<file path="src/rtl/cache_pkg.sv">
// Shared definitions for the cache/main-memory path: widths, address fields,
// arbiter FSM states and memory opcodes.
package cache_pkg;

   localparam int ADDR_W      = 10;
   localparam int BLOCK_W     = 128;
   localparam int WORD_W      = 32;
   localparam int BLOCK_OFS_W = 4;

   // Byte address fields: tag | index | word | byte
   localparam int TAG_HI   = 9;
   localparam int TAG_LO   = 6;
   localparam int INDEX_HI = 5;
   localparam int INDEX_LO = 4;
   localparam int WORD_HI  = 3;
   localparam int WORD_LO  = 2;
   localparam int BYTE_HI  = 1;
   localparam int BYTE_LO  = 0;

   typedef enum logic [1:0] {
      IDLE = 2'd0,
      BUSY = 2'd1,
      DONE = 2'd2
   } state_t;

   localparam logic MEM_READ  = 1'b0;
   localparam logic MEM_WRITE = 1'b1;

endpackage

</file>
<file path="src/rtl/rr_arbiter2.sv">
// Two-way round-robin arbiter: a lone requester wins; on a tie the port that
// was not granted last wins.
module rr_arbiter2 (
   input  logic [1:0] req,
   input  logic       last_grant,
   output logic       grant,
   output logic       valid
);

   always_comb begin
      valid = |req;
      grant = 1'b0;
      case (req)
         2'b01:   grant = 1'b0;
         2'b10:   grant = 1'b1;
         2'b11:   grant = ~last_grant;
         default: grant = 1'b0;
      endcase
   end

endmodule

</file>
<file path="src/rtl/cache_mem_arbiter.sv">
// Shares one block-wide asynchronous main memory between two cache ports,
// one transaction at a time, with a fixed access latency per transaction.
module cache_mem_arbiter #(
   parameter int ADDR_W  = cache_pkg::ADDR_W,
   parameter int BLOCK_W = cache_pkg::BLOCK_W,
   parameter int MEM_LAT = 4
) (
   input  logic               clk,
   input  logic               reset,
   input  logic               req0,
   input  logic               we0,
   input  logic [ADDR_W-1:0]  addr0,
   input  logic [BLOCK_W-1:0] wdata0,
   output logic               done0,
   input  logic               req1,
   input  logic               we1,
   input  logic [ADDR_W-1:0]  addr1,
   input  logic [BLOCK_W-1:0] wdata1,
   output logic               done1,
   output logic [BLOCK_W-1:0] rdata,
   output logic               busy,
   output logic               owner,
   output logic               mem_read_write,
   output logic [ADDR_W-1:0]  mem_address,
   output logic [BLOCK_W-1:0] mem_write_data,
   input  logic [BLOCK_W-1:0] mem_read_data
);

   import cache_pkg::*;

   state_t             state;
   state_t             state_next;
   logic               last_grant;
   logic               grant;
   logic               arb_valid;
   logic               we_q;
   logic               owner_q;
   logic [ADDR_W-1:0]  addr_q;
   logic [BLOCK_W-1:0] wdata_q;
   logic [BLOCK_W-1:0] rdata_q;
   logic [3:0]         cnt;

   rr_arbiter2 u_arb (
      .req        ({req1, req0}),
      .last_grant (last_grant),
      .grant      (grant),
      .valid      (arb_valid)
   );

   always_ff @(posedge clk or posedge reset) begin
      if (reset) state <= IDLE;
      else       state <= state_next;
   end

   always_comb begin
      state_next = state;
      case (state)
         IDLE:    if (arb_valid) state_next = BUSY;
         BUSY:    if (cnt == 4'd0) state_next = DONE;
         DONE:    state_next = IDLE;
         default: state_next = IDLE;
      endcase
   end

   // Operand latch, latency counter and read capture.
   always_ff @(posedge clk or posedge reset) begin
      if (reset) begin
         last_grant <= 1'b1;
         owner_q    <= 1'b0;
         we_q       <= 1'b0;
         addr_q     <= '0;
         wdata_q    <= '0;
         rdata_q    <= '0;
         cnt        <= 4'd0;
      end else begin
         case (state)
            IDLE: begin
               if (arb_valid) begin
                  owner_q    <= grant;
                  last_grant <= grant;
                  we_q       <= grant ? we1 : we0;
                  addr_q     <= grant ? {addr1[ADDR_W-1:BLOCK_OFS_W], {BLOCK_OFS_W{1'b0}}}
                                      : {addr0[ADDR_W-1:BLOCK_OFS_W], {BLOCK_OFS_W{1'b0}}};
                  wdata_q    <= grant ? wdata1 : wdata0;
                  cnt        <= 4'(MEM_LAT - 1);
               end
            end
            BUSY: begin
               if (cnt != 4'd0)  cnt <= cnt - 4'd1;
               else if (!we_q)   rdata_q <= mem_read_data;
            end
            default: ;
         endcase
      end
   end

   // Memory pins are only driven while a transaction is in flight, so a
   // reset drops them in the same instant the state register clears.
   always_comb begin
      busy           = (state != IDLE);
      owner          = owner_q;
      rdata          = rdata_q;
      done0          = (state == DONE) && !owner_q;
      done1          = (state == DONE) &&  owner_q;
      mem_read_write = MEM_READ;
      mem_address    = '0;
      mem_write_data = '0;
      if (state == BUSY) begin
         mem_read_write = (we_q && cnt == 4'd0) ? MEM_WRITE : MEM_READ;
         mem_address    = addr_q;
         mem_write_data = wdata_q;
      end
   end

endmodule
</file>
<file path="config.mk">
export PLATFORM = sky130hd
export DESIGN_NAME = cache_mem_arbiter
export DESIGN_NICKNAME = d
export VERILOG_FILES = /design/src/rtl/cache_pkg.sv /design/src/rtl/rr_arbiter2.sv /design/src/rtl/cache_mem_arbiter.sv
export SDC_FILE = /design/constraint.sdc
export NUM_CORES = 1
export LEC_CHECK = 0
export CAP_MARGIN = 5
export CORE_AREA = 2 2 261 263
export CTS_BUF_LIST = sky130_fd_sc_hd__clkbuf_4 sky130_fd_sc_hd__clkbuf_8
export CTS_CLUSTER_SIZE = 40
export DETAILED_ROUTE_END_ITERATION = 10
export DIE_AREA = 0 0 263 265
export PLACE_DENSITY = 0.47
export SYNTH_ARGS = -nofsm -noshare
export SYNTH_HDL_FRONTEND = slang
export SYNTH_SLANG_ARGS = --single-unit
</file>
<file path="constraint.sdc">
create_clock -name clk -period 23.6 [get_ports clk]
set_input_delay 2.36 -clock clk [delete_from_list [all_inputs] [get_ports clk]]
set_output_delay 2.36 -clock clk [all_outputs]
set_load 0.01 [all_outputs]
</file>
[After elaboration in Yosys (flattened, before gate mapping)]
Index checks and enable logic that the tools add are counted.
Operators by class
  add/sub/neg operators: 1
  multiplexer cells: 14
  bitwise logic cells: 3
  equal/unequal tests: 7
  reduce and logical (&&, ||, !) cells: 14
Operators with widths (count)
  128-bit 2-to-1 mux: 2
  10-bit 2-to-1 mux: 2
  4-bit 2-to-1 mux: 2
  4-bit case mux with 2 select lines: 1
  2-bit == test, second input constant: 3
  3-bit AND reduction: 2
  4-bit zero test: 1
  2-bit 2-to-1 mux: 2
  2-bit inequality test, second input constant: 2
  2-bit case mux with 2 select lines: 1
  2-bit AND reduction: 2
  2-bit nonzero test: 2
  4-bit nonzero test: 1
  4-bit by 1-bit subtractor with 4-bit output, second input constant: 1
  1-bit logical AND: 3
  1-bit 2-to-1 mux: 3
  1-bit NOT: 3
  2-bit by 1-bit == test with 1-bit output, second input constant: 1
  2-bit zero test: 1
  2-bit by 1-bit inequality test with 1-bit output, second input constant: 1
  1-bit case mux with 2 select lines: 1
  2-bit OR reduction: 1
  1-bit zero test: 1
Word-level totals
  output and inout bits: 271
  word-level logic and storage cells: 47
  register bits after elaboration: 275
  input port bits: 410

[Logic depth before layout (Yosys ltp)]
  depth in word-level cells: 4
  mapped depth: 7
  depth with buffers taken out: 5

[By module]
Synthesis repeated with hierarchy kept, for this count alone.
Unflattened totals
  cell total of the unflattened synthesis: 1055
  area, all modules: 12744.7 sq um
Modules (own cells, without submodules)
  cache_mem_arbiter: cells an instance 1053, area each 12731.0 sq um, instances 1, sequential area each 6782.8 sq um
  rr_arbiter2: cells an instance 2, area each 13.8 sq um, instances 1, sequential area each 0.0 sq um

[Least setup slack after synthesis]
No wires, ideal clock.
  path kind: reg-to-output
  start: register state[0]
  end: output port busy
  stages on the path, launching flop included: 5
  slack: 19858 ps
  data arrival time: 1382 ps
  buffers on the path: 2
  data required time: 21240 ps
  cell sequence: dfrtp_1 > nor2_1 > clkbuf_1 > clkbuf_1 > inv_1
On the way
  longest elaborated chain between the ends: 1
RTL lines
  start: declaration: RTL line cache_mem_arbiter.sv:31  | state_t state;
  start signal: assignment: RTL line cache_mem_arbiter.sv:52  | else state <= state_next;
  2-bit nonzero test: RTL line cache_mem_arbiter.sv:100  | busy = (state != IDLE);
  end: declaration: RTL line cache_mem_arbiter.sv:21  | output logic busy,
Every way passes these cells.

[Worst setup path after layout]
  start: register state[0]
  end: output port mem_write_data[69]
On the way
  longest elaborated chain between the ends: 2
RTL lines
  2-bit by 1-bit == test with 1-bit output: RTL line cache_mem_arbiter.sv:108  | if (state == BUSY) begin
  128-bit 2-to-1 mux: RTL line cache_mem_arbiter.sv:108
  end: declaration: RTL line cache_mem_arbiter.sv:25  | output logic [BLOCK_W-1:0] mem_write_data,
Every way passes these cells.

==> reports/metrics.yaml <==
route:
  vias_per_cell: 4.30
  first_pass_iters: 5
  ant_nets: 0
  vias: 11900
  wl_mm: 53.7
  drc: 0
  drt_first_iter_violations: 517
  wire_per_inst_um: 19.4
die:
  io_pins: 681
  num_rows: 95
  placeableCoreArea_mm2: 0.0668
  die_y_um: 265
  die_area_mm2: 0.0697
  die_w_um: 263
  start_util_pct: 18.6
worst_setup_path:
  slowest_stage: "clkdlybuf4s50_1"
  arrival_ps: 2920
  endpoint: "mem_write_data[69]"
  path_buf_inv: 2
  r2r-end: "rdata[27]"
  path_delay_family: "buffers and inverters"
  critPathKind: "register to primary output"
  startpoint_type: "register"
  startpoint: "state[0]"
  worstReg2RegStart: "cnt[0]"
  critPathMaxFanout: 75
  end_kind: "primary output"
  required_ps: 21240
  r2r_cells: 7
  crit_chain: "nor2b_4, buf_4, and2_1, clkdlybuf4s50_1"
  r2r_slack_ps: 20450
  cpPeakStageDelay_ps: 650
  cp_num_cells: 4
pwr:
  p_int_mw: 1.78
  p_per_area_mw_per_mm2: 133
  p_clk_share_pct: 18.4
  power.switching_mw: 1.01
  p_sw_share_pct: 36.1
  comb_power_share_pct: 51.9
  p_leak_nw: 8.39
  fin_total_pwr_mw: 2.79
  peakVddDrop_mv: 0.0637
  p_seq_share_pct: 29.6
timing:
  fin_tns_setup_ps: 0
  min_period_ps: 5280
  max_clock_freq_mhz: 190
  holdWs_ps: 499
  setup_ws_ps: 18320
  slew_viol_final: 0
  rsz0062_at_grt: "false"
  setup_violations: 0
  hold_viol: 0
  fin_skew_ps: 18.6
  fin_crit_sh_pct: 22.4
  maxSlewHeadroom_pct: 22.9
  max_slew.worst_pin.slew_ps: 1160
run_status:
  status: "finished, final reports clean"
global_routing:
  grt_pass1_wl_mm: 80.3
  grt_overflow: 0
  grt_max_degree: 93
  grt_pass1_vias: 12200
  grt_antenna_before_repair: 8
  globalRouteTotalUtil_pct: 14.9
cts:
  hold_buffers: 0
  numCtsBuffers: 55
  clk_pin_slew_ps: 50
  cts_resized: 0
  htreeDepth: 2
  cts_tree: "yes"
  cts_buffer_depth: 3
  root_buffer: "clkbuf_8"
  cts_setup_buffers: 0
  clk-insertion-delay-late_ps: 630
  numClockSinks: 271
placement:
  gp_congestion: 0.786
  dp_slack_ps: 18090
  dp_hpwl_mm: 37.9
  placed_cells: 2675
  portBuffers: 668
  place_area_mm2: 0.0198
synthesis:
  syn_area_per_cell_um2: 10.1
  synth-seq-cells: 271
  synthesis.area_mm2: 0.0124
  async_reset_ff_share_pct: 100
  yosys_warnings: 0
  yosysUniqueCellTypes: 35
  synthMostInstantiatedCell: "nand2_1"
  synthCells: 1225
  synth-edff-count: 0
  yosysSeqAreaShare_pct: 54.6
  ys.flop_type: "dfrtp_1"
  synth.top_cell.area_share_pct: 54.4
  yosys.area.top_type: "dfrtp_1"
  synth_commonest_cells: "nand2_1, dfrtp_1, a21oi_1, a31oi_1, and2_1"
  synth.area.top_cells: "dfrtp_1, mux2_2, nand2_1"
finish:
  finalNonFillerCells: 2773
  seq_area_mm2: 0.00678
  final_net_count: 2271
  finalInstanceArea_mm2: 0.0210
  post-route-util_pct: 31.4
  multi_input_area_mm2: 0.00511
  drive_above_1_share_pct: 13.0
  nFillCells: 6947
  area.growth.synth_to_final_pct: 68.8
job:
  drv_cap: 0
min_path:
  hold_class: "register to register"
-- cell type report --
type | instances | share of cell area, %
multi-input cells | 843 | 24.4
repair buffers | 683 | 32.4
clock buffers | 88 | 5.15
well taps | 873 | 5.21
clock inverters | 5 | 0.286
inverters | 5 | 0.125
diodes | 5 | 0.0597
flip-flops and latches | 271 | 32.4
-- state kept, by name, summed over array words and instances, names as in the netlist --
| signal | flops |
|---|---|
| addr_q | 6 |
| cnt | 4 |
| last_grant | 1 |
| owner | 1 |
| rdata | 128 |
| state | 2 |
| wdata_q | 128 |
| we_q | 1 |
-- cells by family after synthesis --
group           after synthesis  synth area share [%]
buf+inv                     114                  4.62
flops                       271                  54.6
mux                         128                  11.6
compound gates              284                  13.0
simple gates                425                  16.0
other cells                   1                0.0302
fa+ha+maj                     2                 0.201
-- cell usage in the layout, fill, tap and decap left out, drive strengths merged, types with 4 or more instances in the layout --
| cell | netlist | routed |
|---|---|---|
| clkdlybuf4s50 | 0 | 668 |
| nand2 | 272 | 272 |
| dfrtp | 270 | 270 |
| a21oi | 139 | 139 |
| a31oi | 136 | 136 |
| and2 | 135 | 135 |
| mux2 | 128 | 128 |
| clkbuf | 87 | 88 |
| buf | 22 | 15 |
| inv | 5 | 7 |
| diode | 0 | 5 |
| conb | 1 | 4 |
| nor2 | 4 | 4 |
-- metal layers --
metal | vias to the layer above | GRT usage (%) | part of all wire [%] | routed length, um
met2 | 522 | 25.1 | 49 | 26200
met3 | 78 | 5.46 | 9.3 | 4990
met1 | 5860 | 17.6 | 40 | 21400
met5 | - | 0 | 0 | 0
met4 | 0 | 4.96 | 2.3 | 1240
li1 | 5474 | - | - | -
-- worst reg2reg max path: stages (launching register included) --
cell and delay (ps):
dfrtp_1 380, inv_1 80, ha_1 230, or3b_4 260, or3_4 120, buf_4 750
buf_4 750, mux2_2 470
-- worst min path at each step --
stage                     startpoint          to  depth (start not counted)
after floorplan               cnt[0]      cnt[0]                          1
after global placement    rdata[100]  rdata[100]                          1
after detailed placement  rdata[109]  rdata[109]                          1
after CTS                     cnt[0]      cnt[0]                          1
after global routing       rdata[60]   rdata[60]                          1
final                         cnt[0]      cnt[0]                          1
-- power by group through the flow --
stage          Clock [mW]  Sequential (mW)  Combinational, mW
2_1_floorplan           0            0.858              0.609
3_3_place_gp            0            0.826               1.47
3_5_place_dp            0            0.835               1.47
4_1_cts             0.537            0.830               1.48
5_1_grt             0.559            0.860               1.56
6_report            0.514            0.827               1.45
Note: power is estimated with default switching activity, not from simulation.
